**src/rtl/sha3_ht_msg_arbiter.sv**
```systemverilog
// Round-robin front end that time-shares one sha3_high_throughput core between
// NUM_REQ message sources and returns each 512-bit digest tagged with its owner.
module sha3_ht_msg_arbiter #(
    parameter int NUM_REQ = 4,
    parameter int TIMEOUT = 255
) (
    input  logic                    clk,
    input  logic                    reset,
    input  logic [NUM_REQ-1:0]      req_valid,
    input  logic [64*NUM_REQ-1:0]   req_data,
    input  logic [NUM_REQ-1:0]      req_last,
    input  logic [3*NUM_REQ-1:0]    req_byte_num,
    output logic [NUM_REQ-1:0]      req_ready,
    output logic [63:0]             core_in,
    output logic                    core_in_ready,
    output logic                    core_is_last,
    output logic [2:0]              core_byte_num,
    input  logic                    core_buffer_full,
    input  logic [511:0]            core_out,
    input  logic                    core_out_ready,
    output logic [511:0]            digest,
    output logic                    digest_valid,
    output logic [2:0]              digest_id,
    output logic                    digest_err,
    input  logic                    digest_ack,
    output logic                    busy
);

    localparam int ID_W = 3;
    localparam int WD_W = 16;

    typedef enum logic [1:0] {
        IDLE        = 2'd0,
        STREAM      = 2'd1,
        WAIT_DIGEST = 2'd2,
        DELIVER     = 2'd3
    } state_t;

    state_t            state_q;
    logic [ID_W-1:0]   grant_q;
    logic [ID_W-1:0]   rr_ptr_q;
    logic [WD_W-1:0]   wd_q;
    logic              out_ready_q;
    logic [511:0]      digest_q;
    logic              digest_valid_q;
    logic [ID_W-1:0]   digest_id_q;
    logic              digest_err_q;
    logic              busy_q;

    logic              arb_found_s;
    logic [ID_W-1:0]   arb_idx_s;
    logic [ID_W-1:0]   rr_next_s;
    logic              sel_valid_s;
    logic              sel_last_s;
    logic [63:0]       sel_data_s;
    logic [2:0]        sel_byte_num_s;
    logic              xfer_s;
    logic              out_edge_s;
    logic              wd_expired_s;

    // Circular search for the first valid requester starting at rr_ptr_q.
    always_comb begin
        arb_found_s = 1'b0;
        arb_idx_s   = rr_ptr_q;
        for (int k = 0; k < NUM_REQ; k++) begin
            for (int i = 0; i < NUM_REQ; i++) begin
                logic hit;
                hit         = req_valid[i] && (((int'(rr_ptr_q) + k) % NUM_REQ) == i);
                arb_idx_s   = (!arb_found_s && hit) ? ID_W'(i) : arb_idx_s;
                arb_found_s = arb_found_s | hit;
            end
        end
        rr_next_s = (int'(arb_idx_s) == NUM_REQ - 1) ? {ID_W{1'b0}} : (arb_idx_s + ID_W'(1));
    end

    // AND-OR mux of the granted requester's word and sideband.
    always_comb begin
        sel_valid_s    = 1'b0;
        sel_last_s     = 1'b0;
        sel_data_s     = 64'd0;
        sel_byte_num_s = 3'd0;
        for (int i = 0; i < NUM_REQ; i++) begin
            logic g;
            g              = (grant_q == ID_W'(i));
            sel_valid_s    = sel_valid_s | (g & req_valid[i]);
            sel_last_s     = sel_last_s | (g & req_last[i]);
            sel_data_s     = sel_data_s | ({64{g}} & req_data[64*i +: 64]);
            sel_byte_num_s = sel_byte_num_s | ({3{g}} & req_byte_num[3*i +: 3]);
        end
    end

    assign xfer_s       = (state_q == STREAM) & sel_valid_s & ~core_buffer_full;
    assign out_edge_s   = core_out_ready & ~out_ready_q;
    assign wd_expired_s = (wd_q == WD_W'(TIMEOUT));

    // Core input handshake is live only while streaming; zero otherwise.
    always_comb begin
        req_ready = {NUM_REQ{1'b0}};
        if (state_q == STREAM) begin
            core_in_ready = xfer_s;
            core_in       = sel_data_s;
            core_is_last  = sel_last_s;
            core_byte_num = sel_last_s ? sel_byte_num_s : 3'd0;
            for (int i = 0; i < NUM_REQ; i++) begin
                req_ready[i] = xfer_s & (grant_q == ID_W'(i));
            end
        end else begin
            core_in_ready = 1'b0;
            core_in       = 64'd0;
            core_is_last  = 1'b0;
            core_byte_num = 3'd0;
        end
    end

    // Message sequencer with registered digest outputs.
    always_ff @(posedge clk or posedge reset) begin
        if (reset) begin
            state_q        <= IDLE;
            grant_q        <= {ID_W{1'b0}};
            rr_ptr_q       <= {ID_W{1'b0}};
            wd_q           <= {WD_W{1'b0}};
            out_ready_q    <= 1'b0;
            digest_q       <= 512'd0;
            digest_valid_q <= 1'b0;
            digest_id_q    <= {ID_W{1'b0}};
            digest_err_q   <= 1'b0;
            busy_q         <= 1'b0;
        end else begin
            out_ready_q <= core_out_ready;
            case (state_q)
                IDLE: begin
                    if (arb_found_s) begin
                        grant_q  <= arb_idx_s;
                        rr_ptr_q <= rr_next_s;
                        busy_q   <= 1'b1;
                        state_q  <= STREAM;
                    end else begin
                        busy_q   <= 1'b0;
                    end
                end
                STREAM: begin
                    if (xfer_s && sel_last_s) begin
                        wd_q    <= {WD_W{1'b0}};
                        state_q <= WAIT_DIGEST;
                    end else begin
                        state_q <= STREAM;
                    end
                end
                WAIT_DIGEST: begin
                    // A rising out_ready takes priority over an expiring watchdog.
                    if (out_edge_s) begin
                        digest_q       <= core_out;
                        digest_err_q   <= 1'b0;
                        digest_id_q    <= grant_q;
                        digest_valid_q <= 1'b1;
                        state_q        <= DELIVER;
                    end else if (wd_expired_s) begin
                        digest_q       <= 512'd0;
                        digest_err_q   <= 1'b1;
                        digest_id_q    <= grant_q;
                        digest_valid_q <= 1'b1;
                        state_q        <= DELIVER;
                    end else begin
                        wd_q           <= wd_q + WD_W'(1);
                    end
                end
                DELIVER: begin
                    if (digest_ack) begin
                        digest_valid_q <= 1'b0;
                        busy_q         <= 1'b0;
                        state_q        <= IDLE;
                    end else begin
                        digest_valid_q <= 1'b1;
                    end
                end
                default: begin
                    state_q <= IDLE;
                end
            endcase
        end
    end

    assign digest       = digest_q;
    assign digest_valid = digest_valid_q;
    assign digest_id    = digest_id_q;
    assign digest_err   = digest_err_q;
    assign busy         = busy_q;

endmodule

```
**config.mk**
```make
export PLATFORM = sky130hd
export DESIGN_NAME = sha3_ht_msg_arbiter
export DESIGN_NICKNAME = d
export VERILOG_FILES = /design/src/rtl/sha3_ht_msg_arbiter.sv
export SDC_FILE = /design/constraint.sdc
export NUM_CORES = 1
export LEC_CHECK = 0
export BUFFER_PORTS_ARGS = -buffer_cell sky130_fd_sc_hd__buf_4
export CAP_MARGIN = 20
export CORE_AREA = 2 2 536 538
export CTS_BUF_LIST = sky130_fd_sc_hd__clkbuf_4 sky130_fd_sc_hd__clkbuf_8
export CTS_CLUSTER_SIZE = 30
export DETAILED_ROUTE_END_ITERATION = 7
export DIE_AREA = 0 0 538 540
export MAX_ROUTING_LAYER = met4
export PLACE_DENSITY_LB_ADDON = 0.1
export RECOVER_POWER = 50
export SYNTH_ARGS = -nofsm -noshare
export SYNTH_HDL_FRONTEND = slang
export SYNTH_SLANG_ARGS = --single-unit
```
**constraint.sdc**
```tcl
create_clock -name clk -period 55.2 [get_ports clk]
set_clock_uncertainty 0.05 [all_clocks]
set_input_delay 11.04 -clock clk [delete_from_list [all_inputs] [get_ports clk]]
set_output_delay 11.04 -clock clk [all_outputs]
set_load 0.005 [all_outputs]
```
==> results.json <==
{
  "status": "finished, violations left",
  "violations": "capacitance limit, slew limit",
  "r2r-start": "wd_q[0]",
  "crit_type": "in2out",
  "placed_cells": 6588,
  "rrSetupSlack_ns": 44.09,
  "grt_max_degree": 147,
  "hold_viol": 0,
  "whs_ns": 0.444,
  "critical_path.top_delay_family": "compound AO/OA/AOI/OAI gates",
  "vias": 20923,
  "fin_crit_ns": 23.88,
  "ys_warn_count": 0,
  "path_buf_inv": 2,
  "grt_pass1_wl_um": 230000,
  "ys_ff_latch": 542,
  "fp-row-count": 196,
  "clock_latency_ns": 0.84,
  "slowest_delay_ns": 0.90,
  "numCtsBuffers": 139,
  "io_pins": 1384,
  "start_util_pct": 7.50,
  "power.leakage_nw": 17.4,
  "area_growth_pct": 76.6,
  "seqPwrFrac_pct": 33.0,
  "slew_viol_final": 627,
  "dpl.hpwl_um": 142000,
  "rsz0062_at_grt": "no",
  "syn_area_um2": 21300,
  "ctsHtreeMaxLevel": 4,
  "min_path_type": "reg2reg",
  "die-width_um": 538,
  "required_ns": 44.11,
  "worst_pin_slew_ns": 8.02,
  "placeableCoreArea_um2": 284000,
  "syn_inst": 1562,
  "wl_met3_um": 20500,
  "max_slew_margin_pct": -434,
  "p_switching_w": 0.000792,
  "path_clk_slew_ns": 0.06,
  "place_area_um2": 35800,
  "die_area_um2": 291000,
  "routed-wl-met2_um": 90000,
  "min_period_over_period_pct": 43.3,
  "place_ws_ns": 31.31,
  "setup-violations-final": 0,
  "switching_share_pct": 38.6,
  "vias_per_cell": 3.05,
  "syn_area_per_cell_um2": 13.7,
  "r2r.worst_path.cells": 7,
  "cts_root_buf": "clkbuf_8",
  "drt_iter0_drc": 944,
  "synth_flop_cell": "dfrtp_1",
  "path_max_fanout": 1,
  "min_to": "digest[110]",
  "cap_violations": 10,
  "clockPowerShare_pct": 27.1,
  "ant_nets": 0,
  "routabilityCongestion": 0.888,
  "setup_tns_ns": 0,
  "cts_hold_buffers": 0,
  "die_h_um": 540,
  "portBuffers": 1383,
  "holdCritStartpoint": "digest[110]",
  "crit_path_frequent_cell": "buf_4",
  "wirelength_um": 179000,
  "cts_setup_buffers": 0,
  "final_nets": 3762,
  "cts_tree": "yes",
  "combPwrFrac_pct": 39.9,
  "worstPathCellList": "buf_4 -> a22oi_1 -> a21oi_1 -> buf_4",
  "drive_above_1_share_pct": 45.2,
  "fin_area_um2": 37700,
  "cts_sinks": 542,
  "routedWlPerCell_um": 26.2,
  "routed.top_layer": "met4",
  "ctsResizeCount": 0,
  "p_per_area_nw_per_um2": 54.5,
  "track_usage_pct": 12.1,
  "arrival_ns": 12.79,
  "antenna_found_initial": 45,
  "wl_met1_um": 63500,
  "p_int_w": 0.00126,
  "drc": 0,
  "synth.distinct_cells": 47,
  "r2r_end": "digest[503]",
  "cts_buffer_depth": 4,
  "irDropWorstVdd_uv": 22.0,
  "fmax_mhz": 41.9,
  "grt_pass1_vias": 22482,
  "layout.cells.non_filler": 6855,
  "dr.pass1.iters": 7,
  "yosysSeqAreaShare_pct": 63.6,
  "async_reset_ff_share_pct": 100,
  "synthesis.nets": 2357,
  "min_path_cells": 1,
  "setup_ws_ns": 31.32,
  "grt-ovfl-total": 0,
  "end_kind": "primary output",
  "critPathLaunchType": "input pin",
  "crit_slowest_cell": "a22oi_1",
  "synth-edff-count": 0
}
-- kinds of logic after synthesis --
| logic type | count (synthesis) | synth area share (%) |
|---|---|---|
| adder cells (fa/ha/maj) | 2 | 0.117 |
| buffers and inverters | 166 | 4.64 |
| AO/OA/AOI/OAI | 760 | 28.8 |
| multiplexers | 11 | 0.546 |
| flip-flops | 542 | 63.6 |
| AND/OR/NAND/NOR | 81 | 2.32 |
-- metrics by stage --
step | power (W) | utilization, %
6_report | 0.00205 | 13.2
5_1_grt | 0.00220 | 13.2
4_1_cts | 0.00221 | 13.6
3_5_place_dp | 0.00161 | 12.6
3_3_place_gp | 0.00162 | 12.6
2_1_floorplan | 0.000948 | -
-- routing by layer --
metal  vias to the layer above  global-route usage, %
met4                         0                   3.41
met5                         -                      -
met3                       234                   6.04
met1                     10492                   11.8
met2                      1119                   21.0
li1                       9078                      -
-- cells in the final DEF, fill, tap and decap left out, types with 3 or more instances in the layout --
| master | count |
|---|---|
| buf_4 | 1025 |
| dfrtp_1 | 542 |
| a22o_1 | 512 |
| clkbuf_1 | 289 |
| clkbuf_8 | 171 |
| clkbuf_4 | 153 |
| a22oi_1 | 134 |
| a21oi_1 | 80 |
| diode_2 | 27 |
| clkinv_2 | 14 |
| o31ai_1 | 13 |
| or4_1 | 12 |
| nand2_1 | 11 |
| o21ai_0 | 9 |
| nor2_1 | 8 |
| nand3_1 | 8 |
| inv_1 | 6 |
| mux2i_1 | 6 |
| nor2b_1 | 5 |
| nor3_1 | 5 |
| nand4_1 | 5 |
| and4_1 | 4 |
| inv_6 | 4 |
| nand2b_1 | 3 |
| nor4_1 | 3 |
| mux2_1 | 3 |
-- registers in the layout, summed over array words and instances (netlist names), named ones only --
| signal | count |
|---|---|
| digest | 512 |
| state_q | 1 |
| digest_valid | 1 |
| rr_ptr_q | 2 |
| wd_q | 16 |
| grant_q | 3 |
| out_ready_q | 1 |
| digest_id | 3 |
| digest_err | 1 |
| busy | 1 |
-- cell usage after synthesis (2+ instances only) --
library cell	number	area, um^2
a21oi_1	80	400
a22o_1	512	4480
a22oi_1	134	1010
and3_1	2	12.5
and4_1	4	35.0
buf_1	7	26.3
buf_2	40	200
buf_4	4	30.0
buf_6	40	450
clkbuf_1	68	255
dfrtp_1	542	13600
ha_1	2	25.0
inv_1	7	26.3
mux2_1	3	33.8
mux2_2	2	22.5
mux2i_1	6	60.1
nand2_1	11	41.3
nand2b_1	4	25.0
nand3_1	8	40.0
nand4_1	5	31.3
nor2_1	8	30.0
nor2_2	2	12.5
nor2b_1	5	31.3
nor3_1	7	35.0
nor3b_1	2	15.0
nor4_1	3	18.8
nor4_2	2	25.0
o21ai_0	9	45.0
o31ai_1	13	97.6
o32a_1	2	20.0
or4_1	12	90.1
-- worst register-to-register path, stage by stage (launching register included) --
cell and delay, ns:
dfrtp_1 0.41, ha_1 0.23, and3_1 0.24, and4_1 0.40, o21ai_4 0.22, clkbuf_1 2.70, clkbuf_1 5.91, a22o_1 0.87
-- power by group through the flow --
stage	Clock [W]	Sequential, W	Combinational [W]
6_report	0.000555	0.000677	0.000819
5_1_grt	0.000607	0.000702	0.000896
4_1_cts	0.000595	0.000684	0.000930
3_5_place_dp	0	0.000687	0.000924
3_3_place_gp	0	0.000687	0.000937
2_1_floorplan	0	0.000676	0.000272
-- how the worst max path moves through the flow --
| stage | endpoint | slack, ns | from | cells past startpoint |
|---|---|---|---|---|
| global placement | core_in[24] | 31.25 | req_data[24] | 4 |
| detailed placement | core_in[24] | 31.31 | req_data[24] | 4 |
| CTS | core_in[24] | 31.31 | req_data[24] | 4 |
| floorplan | async pin | 28.96 | reset | 1 |
| finish | core_in[24] | 31.32 | req_data[24] | 4 |
| global route | req_ready[0] | 31.36 | core_buffer_full | 6 |
-- final cells by class --
type                            instances  area [um^2]
Multi-Input combinational cell        854         6800
Antenna cell                           27         67.6
Tap cell                             3762         4710
Sequential cell                       542        13600
Clock buffer                          217         2700
Clock inverter                         23          191
Timing Repair Buffer                 1423         9610
Inverter                                7         27.5
Fill cell                           32499       247000
(Power assumes the default switching activity.)
